==> config.mk <==
export PLATFORM = sky130hd
export DESIGN_NAME = writeback_stage
export DESIGN_NICKNAME = d
export VERILOG_FILES = /design/src/rtl/buraq_wb_pkg.sv /design/src/rtl/load_extend.sv /design/src/rtl/writeback_stage.sv
export SDC_FILE = /design/constraint.sdc
export NUM_CORES = 1
export LEC_CHECK = 0
export ABC_AREA = 1
export CAP_MARGIN = 25
export CORE_MARGIN = 3
export CORE_UTILIZATION = 39
export DETAILED_ROUTE_END_ITERATION = 10
export HOLD_SLACK_MARGIN = 0.15
export PLACE_DENSITY_LB_ADDON = 0.3
export REMOVE_ABC_BUFFERS = 1
export SYNTH_ARGS = -nofsm -noshare
export SYNTH_HDL_FRONTEND = slang
export SYNTH_SLANG_ARGS = --single-unit
==> constraint.sdc <==
create_clock -name clk -period 1 [get_ports clk]
set_input_delay 0.25 -clock clk [delete_from_list [all_inputs] [get_ports clk]]
set_output_delay 0.25 -clock clk [all_outputs]
set_load 0.03 [all_outputs]
==> src/rtl/buraq_wb_pkg.sv <==
// Shared types for the BURAQ MEM/WB writeback stage: result-source select, load funct3 codes and pipeline register layout.
// Used by writeback_stage and load_extend.
package buraq_wb_pkg;

  localparam int WB_XLEN   = 32;
  localparam int WB_REG_AW = 5;

  typedef enum logic [1:0] {
    WB_ALU = 2'd0,
    WB_MEM = 2'd1,
    WB_PC4 = 2'd2,
    WB_CSR = 2'd3
  } wb_sel_e;

  localparam logic [2:0] LB  = 3'b000;
  localparam logic [2:0] LH  = 3'b001;
  localparam logic [2:0] LW  = 3'b010;
  localparam logic [2:0] LBU = 3'b100;
  localparam logic [2:0] LHU = 3'b101;

  // we already folds in reg_we, rd != 0 and the misalign drop
  typedef struct packed {
    logic                 valid;
    logic                 we;
    logic                 misalign;
    logic [WB_REG_AW-1:0] rd;
    logic [WB_XLEN-1:0]   data;
  } wb_stage_t;

endpackage

==> src/rtl/load_extend.sv <==
// Combinational load alignment and sign/zero extension for the writeback stage.
// Reserved funct3 codes decode as LW.
module load_extend
  import buraq_wb_pkg::*;
#(
  parameter int DATA_WIDTH = WB_XLEN
) (
  input  logic [2:0]            funct3,
  input  logic [1:0]            off,
  input  logic [DATA_WIDTH-1:0] word,
  output logic [DATA_WIDTH-1:0] data,
  output logic                  misalign
);

  logic [7:0]  byte_sel;
  logic [15:0] half_sel;

  always_comb begin
    case (off)
      2'd0:    byte_sel = word[7:0];
      2'd1:    byte_sel = word[15:8];
      2'd2:    byte_sel = word[23:16];
      default: byte_sel = word[31:24];
    endcase
    half_sel = off[1] ? word[31:16] : word[15:0];
  end

  always_comb begin
    data     = word;
    misalign = 1'b0;
    case (funct3)
      LB:  data = {{(DATA_WIDTH-8){byte_sel[7]}}, byte_sel};
      LBU: data = {{(DATA_WIDTH-8){1'b0}}, byte_sel};
      LH: begin
        data     = {{(DATA_WIDTH-16){half_sel[15]}}, half_sel};
        misalign = off[0];
      end
      LHU: begin
        data     = {{(DATA_WIDTH-16){1'b0}}, half_sel};
        misalign = off[0];
      end
      LW: begin
        data     = word;
        misalign = |off;
      end
      default: begin
        data     = word;
        misalign = |off;
      end
    endcase
  end

endmodule

==> src/rtl/writeback_stage.sv <==
// Registered MEM/WB writeback stage: source mux, load extension, one RF write per retired instruction, forwarding bus.
// Optional retire counter enabled by defining WB_RETIRE_CNT_EN.
module writeback_stage
  import buraq_wb_pkg::*;
#(
  parameter int DATA_WIDTH     = WB_XLEN,
  parameter int REG_ADDR_WIDTH = WB_REG_AW
`ifdef WB_RETIRE_CNT_EN
  , parameter int CNT_WIDTH    = 64
`endif
) (
  input  logic                      clk,
  input  logic                      rst_n,
  input  logic                      in_valid,
  output logic                      in_ready,
  input  logic                      stall,
  input  logic                      flush,
  input  logic                      in_reg_we,
  input  logic [REG_ADDR_WIDTH-1:0] in_rd,
  input  logic [1:0]                in_wb_sel,
  input  logic [2:0]                in_ld_funct3,
  input  logic [1:0]                in_addr_lo,
  input  logic [DATA_WIDTH-1:0]     in_alu_data,
  input  logic [DATA_WIDTH-1:0]     in_mem_data,
  input  logic [DATA_WIDTH-1:0]     in_pc4,
  input  logic [DATA_WIDTH-1:0]     in_csr_data,
  output logic                      rf_we,
  output logic [REG_ADDR_WIDTH-1:0] rf_waddr,
  output logic [DATA_WIDTH-1:0]     rf_wdata,
  output logic                      fwd_valid,
  output logic [REG_ADDR_WIDTH-1:0] fwd_rd,
  output logic [DATA_WIDTH-1:0]     fwd_data,
  output logic                      ld_misalign
`ifdef WB_RETIRE_CNT_EN
  , output logic [CNT_WIDTH-1:0]    retire_count
`endif
);

  logic                  accept;
  logic                  is_mem;
  logic                  ld_mis;
  logic                  drop;
  logic [DATA_WIDTH-1:0] ld_data;
  logic [DATA_WIDTH-1:0] src_data;
  wb_stage_t             wb_q;

  assign in_ready = ~stall;
  assign accept   = in_valid & ~stall & ~flush;

  load_extend #(.DATA_WIDTH(DATA_WIDTH)) u_load_extend (
    .funct3   (in_ld_funct3),
    .off      (in_addr_lo),
    .word     (in_mem_data),
    .data     (ld_data),
    .misalign (ld_mis)
  );

  assign is_mem = (wb_sel_e'(in_wb_sel) == WB_MEM);
  assign drop   = is_mem & ld_mis;

  always_comb begin
    src_data = in_alu_data;
    case (wb_sel_e'(in_wb_sel))
      WB_MEM:  src_data = ld_data;
      WB_PC4:  src_data = in_pc4;
      WB_CSR:  src_data = in_csr_data;
      default: src_data = in_alu_data;
    endcase
  end

  // valid is rewritten every cycle so a stall can never replay a write
  always_ff @(posedge clk or negedge rst_n) begin
    if (!rst_n) begin
      wb_q <= '0;
    end else begin
      wb_q.valid    <= accept;
      wb_q.misalign <= accept & drop;
      if (accept) begin
        wb_q.we   <= in_reg_we & (in_rd != '0) & ~drop;
        wb_q.rd   <= in_rd;
        wb_q.data <= src_data;
      end
    end
  end

  assign rf_we       = wb_q.valid & wb_q.we;
  assign rf_waddr    = wb_q.rd;
  assign rf_wdata    = wb_q.data;
  assign fwd_valid   = rf_we;
  assign fwd_rd      = wb_q.rd;
  assign fwd_data    = wb_q.data;
  assign ld_misalign = wb_q.misalign;

`ifdef WB_RETIRE_CNT_EN
  always_ff @(posedge clk or negedge rst_n) begin
    if (!rst_n) begin
      retire_count <= '0;
    end else if (wb_q.valid & ~wb_q.misalign) begin
      retire_count <= retire_count + CNT_WIDTH'(1);
    end
  end
`endif

endmodule

# Word-level counts from Yosys, hierarchy flattened
# Index checks and enable logic that the tools add are counted.
# op_classes
eq_ne	8
mux	5
bitwise	10
n_reduce_logical	6
# ops
operator	n
$pmux W32 S4	1
$pmux W32 S3	1
$pmux W8 S3	1
$mux W16	1
$and A1 B1 Y1	7
$eq A2 B2 Y1 const B	3
$eq A3 B3 Y1 const B	2
$reduce_or A2 Y1	3
$reduce_bool A5 Y1	1
$eq A2 B1 Y1 const B	2
$eq A3 B1 Y1 const B	1
$logic_not A3 Y1	1
$not A1 Y1	3
$logic_not A2 Y1	1
$pmux W1 S2	1
# totals
ff_bits	40
input_bits	146
out_inout_bits	78
wordCells	34

# Depth between registers and ports, before layout
# logic_depth
word_depth	6
ltp_mapped	13
depth_no_buf	11

# Cells and area by module
# From an unflattened synthesis, not the netlist that was laid out.
# unflattened
cells_unflattened	675
area_unflattened_um2	4264.1
# modules_own_cells
mod	n_inst	cells_each	area_per_inst_um2	seq_area_each_um2
writeback_stage	1	481	3385.7	1001.0
load_extend	1	194	878.3	0.0

# Worst setup path before layout
# OpenSTA, ideal clock, no wires.
# synth_timing
path_kind	input port to flip-flop
start	in in_addr_lo[1]
end	reg wb_q (netlist bit fwd_data[22])
setup_time_ns	0.116
t_arrival_ns	1.157
t_required_ns	0.884
setup_slack_ns	-0.274
cell_stages	13
n_path_buf	2
cell_sequence	buf_4 inv_2 nand2_1 nand2_2 nand2_4 nand2_4 nand2_4 nand2_4 buf_12 nand2_2 nand2_1 nand2_1 nand2_1
# synth_via
elab_chain_len	4
word_cells_on_any_way	7
classes_between	eq/ne: 2; mux: 4; reduce/logical: 1
# synth_rtl
item	line	source
from (decl)	writeback_stage.sv:22	input logic [1:0] in_addr_lo,
$eq A2 B2 Y1, or another cell as far along	load_extend.sv:19	case (off)
$pmux W8 S3	load_extend.sv:19	
$pmux W32 S4 (*)	load_extend.sv:31	case (funct3)
$pmux W32 S3 (*)	writeback_stage.sv:63	case (wb_sel_e'(in_wb_sel))
to (decl)	writeback_stage.sv:45	wb_stage_t wb_q;
# Mark *: on every way between the ends. The rest lies on a longest branch, timed or not.
# A chain may end at the register's enable or synchronous reset.

# Final worst setup path
# layout_timing
start	reg wb_q[38] in the netlist's numbering
end	out fwd_valid
# layout_via
elab_chain_len	1
# layout_rtl
item	line	source
$and A1 B1 Y1	writeback_stage.sv:86	assign rf_we = wb_q.valid & wb_q.we;
to (decl)	writeback_stage.sv:30	output logic fwd_valid,
# No other way between the ends.

==> results.py <==
metrics = {
    "sta": {
        "fin_crit_sh_pct": 119.6,
        "fin_tns_setup_ps": -12450,
        "clock_skew_ps": 0,
        "hold_violations": 0,
        "tightest_slew_ps": 265.4,
        "setup_ws_ps": -195.5,
        "slew_viol_final": 0,
        "grt_setup_unrepaired": "true",
        "fmax_mhz": 836.5,
        "slew_headroom_pct": 82.25,
        "setup_violations": 102,
        "period_minus_slack_ps": 1196,
    },
    "clocking": {
        "clk_path_buf_depth": 2,
        "clk_pin_slew_worst_paths_ps": 80,
        "cts_tree": "built",
        "cts_made_buffers": 5,
        "cts_sinks": 40,
        "cts-root-buf": "clkbuf_8",
        "h-tree-depth": 2,
        "clk-insertion-delay-late_ps": 300,
    },
    "synth": {
        "synth_cell_types": 24,
        "synth_seq_cells": 40,
        "yosys-top-cells-count": "nand2_1 (259), nor2_1 (96), buf_4 (77)",
        "netlist_area_um2": 3754,
        "netlist.area_leader.share_pct": 26.67,
        "synthTopCellsByArea": "dfrtp_1 (27%), nand2_1 (26%), buf_4 (15%)",
        "ys_warn_count": 0,
        "yosys.area.top_type": "dfrtp_1",
        "synth_flop_cell": "dfrtp_1",
        "synthArstFlopShare_pct": 100.0,
        "yosysMostFrequentCell": "nand2_1",
        "postSynthCellCount": 633,
        "yosysSeqAreaShare_pct": 26.67,
        "synth_edf_count": 0,
        "syn_area_per_cell_um2": 5.930,
    },
    "floorplan": {
        "coreArea_um2": 9284,
        "start_util_pct": 40.43,
        "rows": 35,
        "dieWidth_um": 104.1,
        "fp.dieArea_um2": 10840,
        "io_pins": 224,
        "die_y_um": 104.1,
    },
    "routing": {
        "vias": 4928,
        "drc_errors": 0,
        "wl_um": 16770,
        "post_drt_via_cell_ratio": 5.054,
        "dr.pass1.iters": 5,
        "ant_nets": 0,
        "drt_iter0_drc": 390,
        "post_drt_wl_per_cell_um": 17.19,
    },
    "placed_design": {
        "port_buffers": 223,
        "gp_congestion": 0.8537,
        "place_ws_ps": -898.5,
        "dp_hpwl_um": 10680,
    },
    "power": {
        "worst_ir_drop_vdd_mv": 0.8439,
        "p_leak_uw": 0.003562,
        "power_density_nw_per_um2": 1168,
    },
    "critical_path": {
        "r2r_end": "wb_q[38]",
        "worstSetupEndpointType": "primary output",
        "ff2ff_setup_slack_ps": 30,
        "crit_required_ps": 750,
        "arrival_ps": 950,
        "ff2ff_path_depth": 4,
        "path_max_fanout": 2,
        "worstSetupStartpointType": "register",
        "r2r_start": "wb_q[38]",
        "critical_path_class": "reg2out",
    },
    "run": {
        "cap_violations": 0,
    },
    "grt": {
        "antenna_found_initial": 2,
        "grt_max_degree": 41,
        "grt_usage_pct": 28.05,
        "grt_pass1_wl_um": 24610,
        "gr-total-overflow": 0,
        "grt_pass1_vias": 4790,
    },
    "layout": {
        "drive_above_1_share_pct": 37.20,
        "fin_nets": 989,
        "area_growth_pct": 87.60,
    },
    "worst_hold_path": {
        "whs_path_depth": 4,
        "min_to": "wb_q[39]",
        "min_from": "flush",
        "hold_path_class": "in2reg",
    },
    "status": {
        "violations": "setup timing",
        "status": "finished, violations left",
    },
}
state kept, by name, summed over array words and instances, names as in the netlist:
name and cells:
ld_misalign 1, wb_q 2, fwd_data 32, fwd_rd 5
timing repair:
| action | 4_1_cts | 5_1_grt |
|---|---|---|
| cloned | 6 | 1 |
| gates resized for setup | 237 | 112 |
| pin swaps | 42 | 59 |
| buffers inserted | 21 | 11 |
| hold endpoints to repair | 40 | 0 |
| hold buffers | 1 | 0 |
| endpoints found under the setup margin | 117 | 113 |
power breakdown:
group,internal [µW],switching (µW)
clock,552,640
combinational,2290,2470
sequential,1900,373
worst max path at each step:
stage | endpoint | start | slack (ps) | cells after the start
2_1_floorplan | fwd_data[16] | in_ld_funct3[1] | -330 | 11
3_3_place_gp | fwd_data[17] | in_wb_sel[1] | -830 | 7
3_5_place_dp | fwd_data[21] | in_addr_lo[1] | -900 | 12
4_1_cts | rf_we | wb_q[38] | -200 | 3
5_1_grt | fwd_valid | wb_q[38] | -250 | 3
6_report | fwd_valid | wb_q[38] | -200 | 3
routing by layer:
layer	vias to the layer above	track usage (%)	part of all wire [%]
li1	2298	-	-
met1	2274	31.62	37
met2	304	52.46	52
met3	52	4.966	7.5
met4	0	10.26	3.3
met5	-	0	0
worst max-delay path, stage by stage, from the launching register on:
cell and delay (ps):
dfrtp_1 400, nand2_2 70, inv_2 40, buf_6 130
stage by stage:
stage / hold WS [ps] / area, µm² / power, µW / cells / util, %
floorplan: -45.59 / 3055 / 3979 / 531 / -
global placement: 238.7 / 5679 / 5956 / 927 / 61.17
detailed placement: 240.2 / 5679 / 6020 / 927 / 61.17
CTS: 360.4 / 6564 / 7903 / 962 / 70.70
global route: 345.9 / 7042 / 8566 / 975 / 75.85
finish: 342.9 / 7042 / 8222 / 975 / 75.85
layout by cell type (no fill, tap or decap), drive strengths merged, types with 2 or more instances in the layout:
cell type	count
dlygate4sd2	14
nor3	2
nor2	97
clkinv	3
dlymetal6s2s	3
a21oi	17
clkdlybuf4s50	113
diode	2
inv	32
clkbuf	8
dfrtp	40
o21ai	51
buf	169
nand3	8
nand2	278
cell type report:
type,instances,area (µm²)
Timing Repair Buffer,304,3229
Inverter,33,148.9
Antenna cell,2,5.005
Clock buffer,6,82.58
Sequential cell,40,1005
Fill cell,685,2242
Multi-Input combinational cell,459,2400
Clock inverter,2,10.01
Tap cell,129,161.4
cells by family (layout without fill, tap and decap cells):
logic type / count (synthesis) / after routing / synth area share, %
other cells: 0 / 2 / 0
flops: 40 / 40 / 26.67
simple gates: 386 / 387 / 41.47
compound gates: 72 / 72 / 9.967
buf+inv: 135 / 345 / 21.90
No activity file was read; power rests on OpenSTA's default activity.
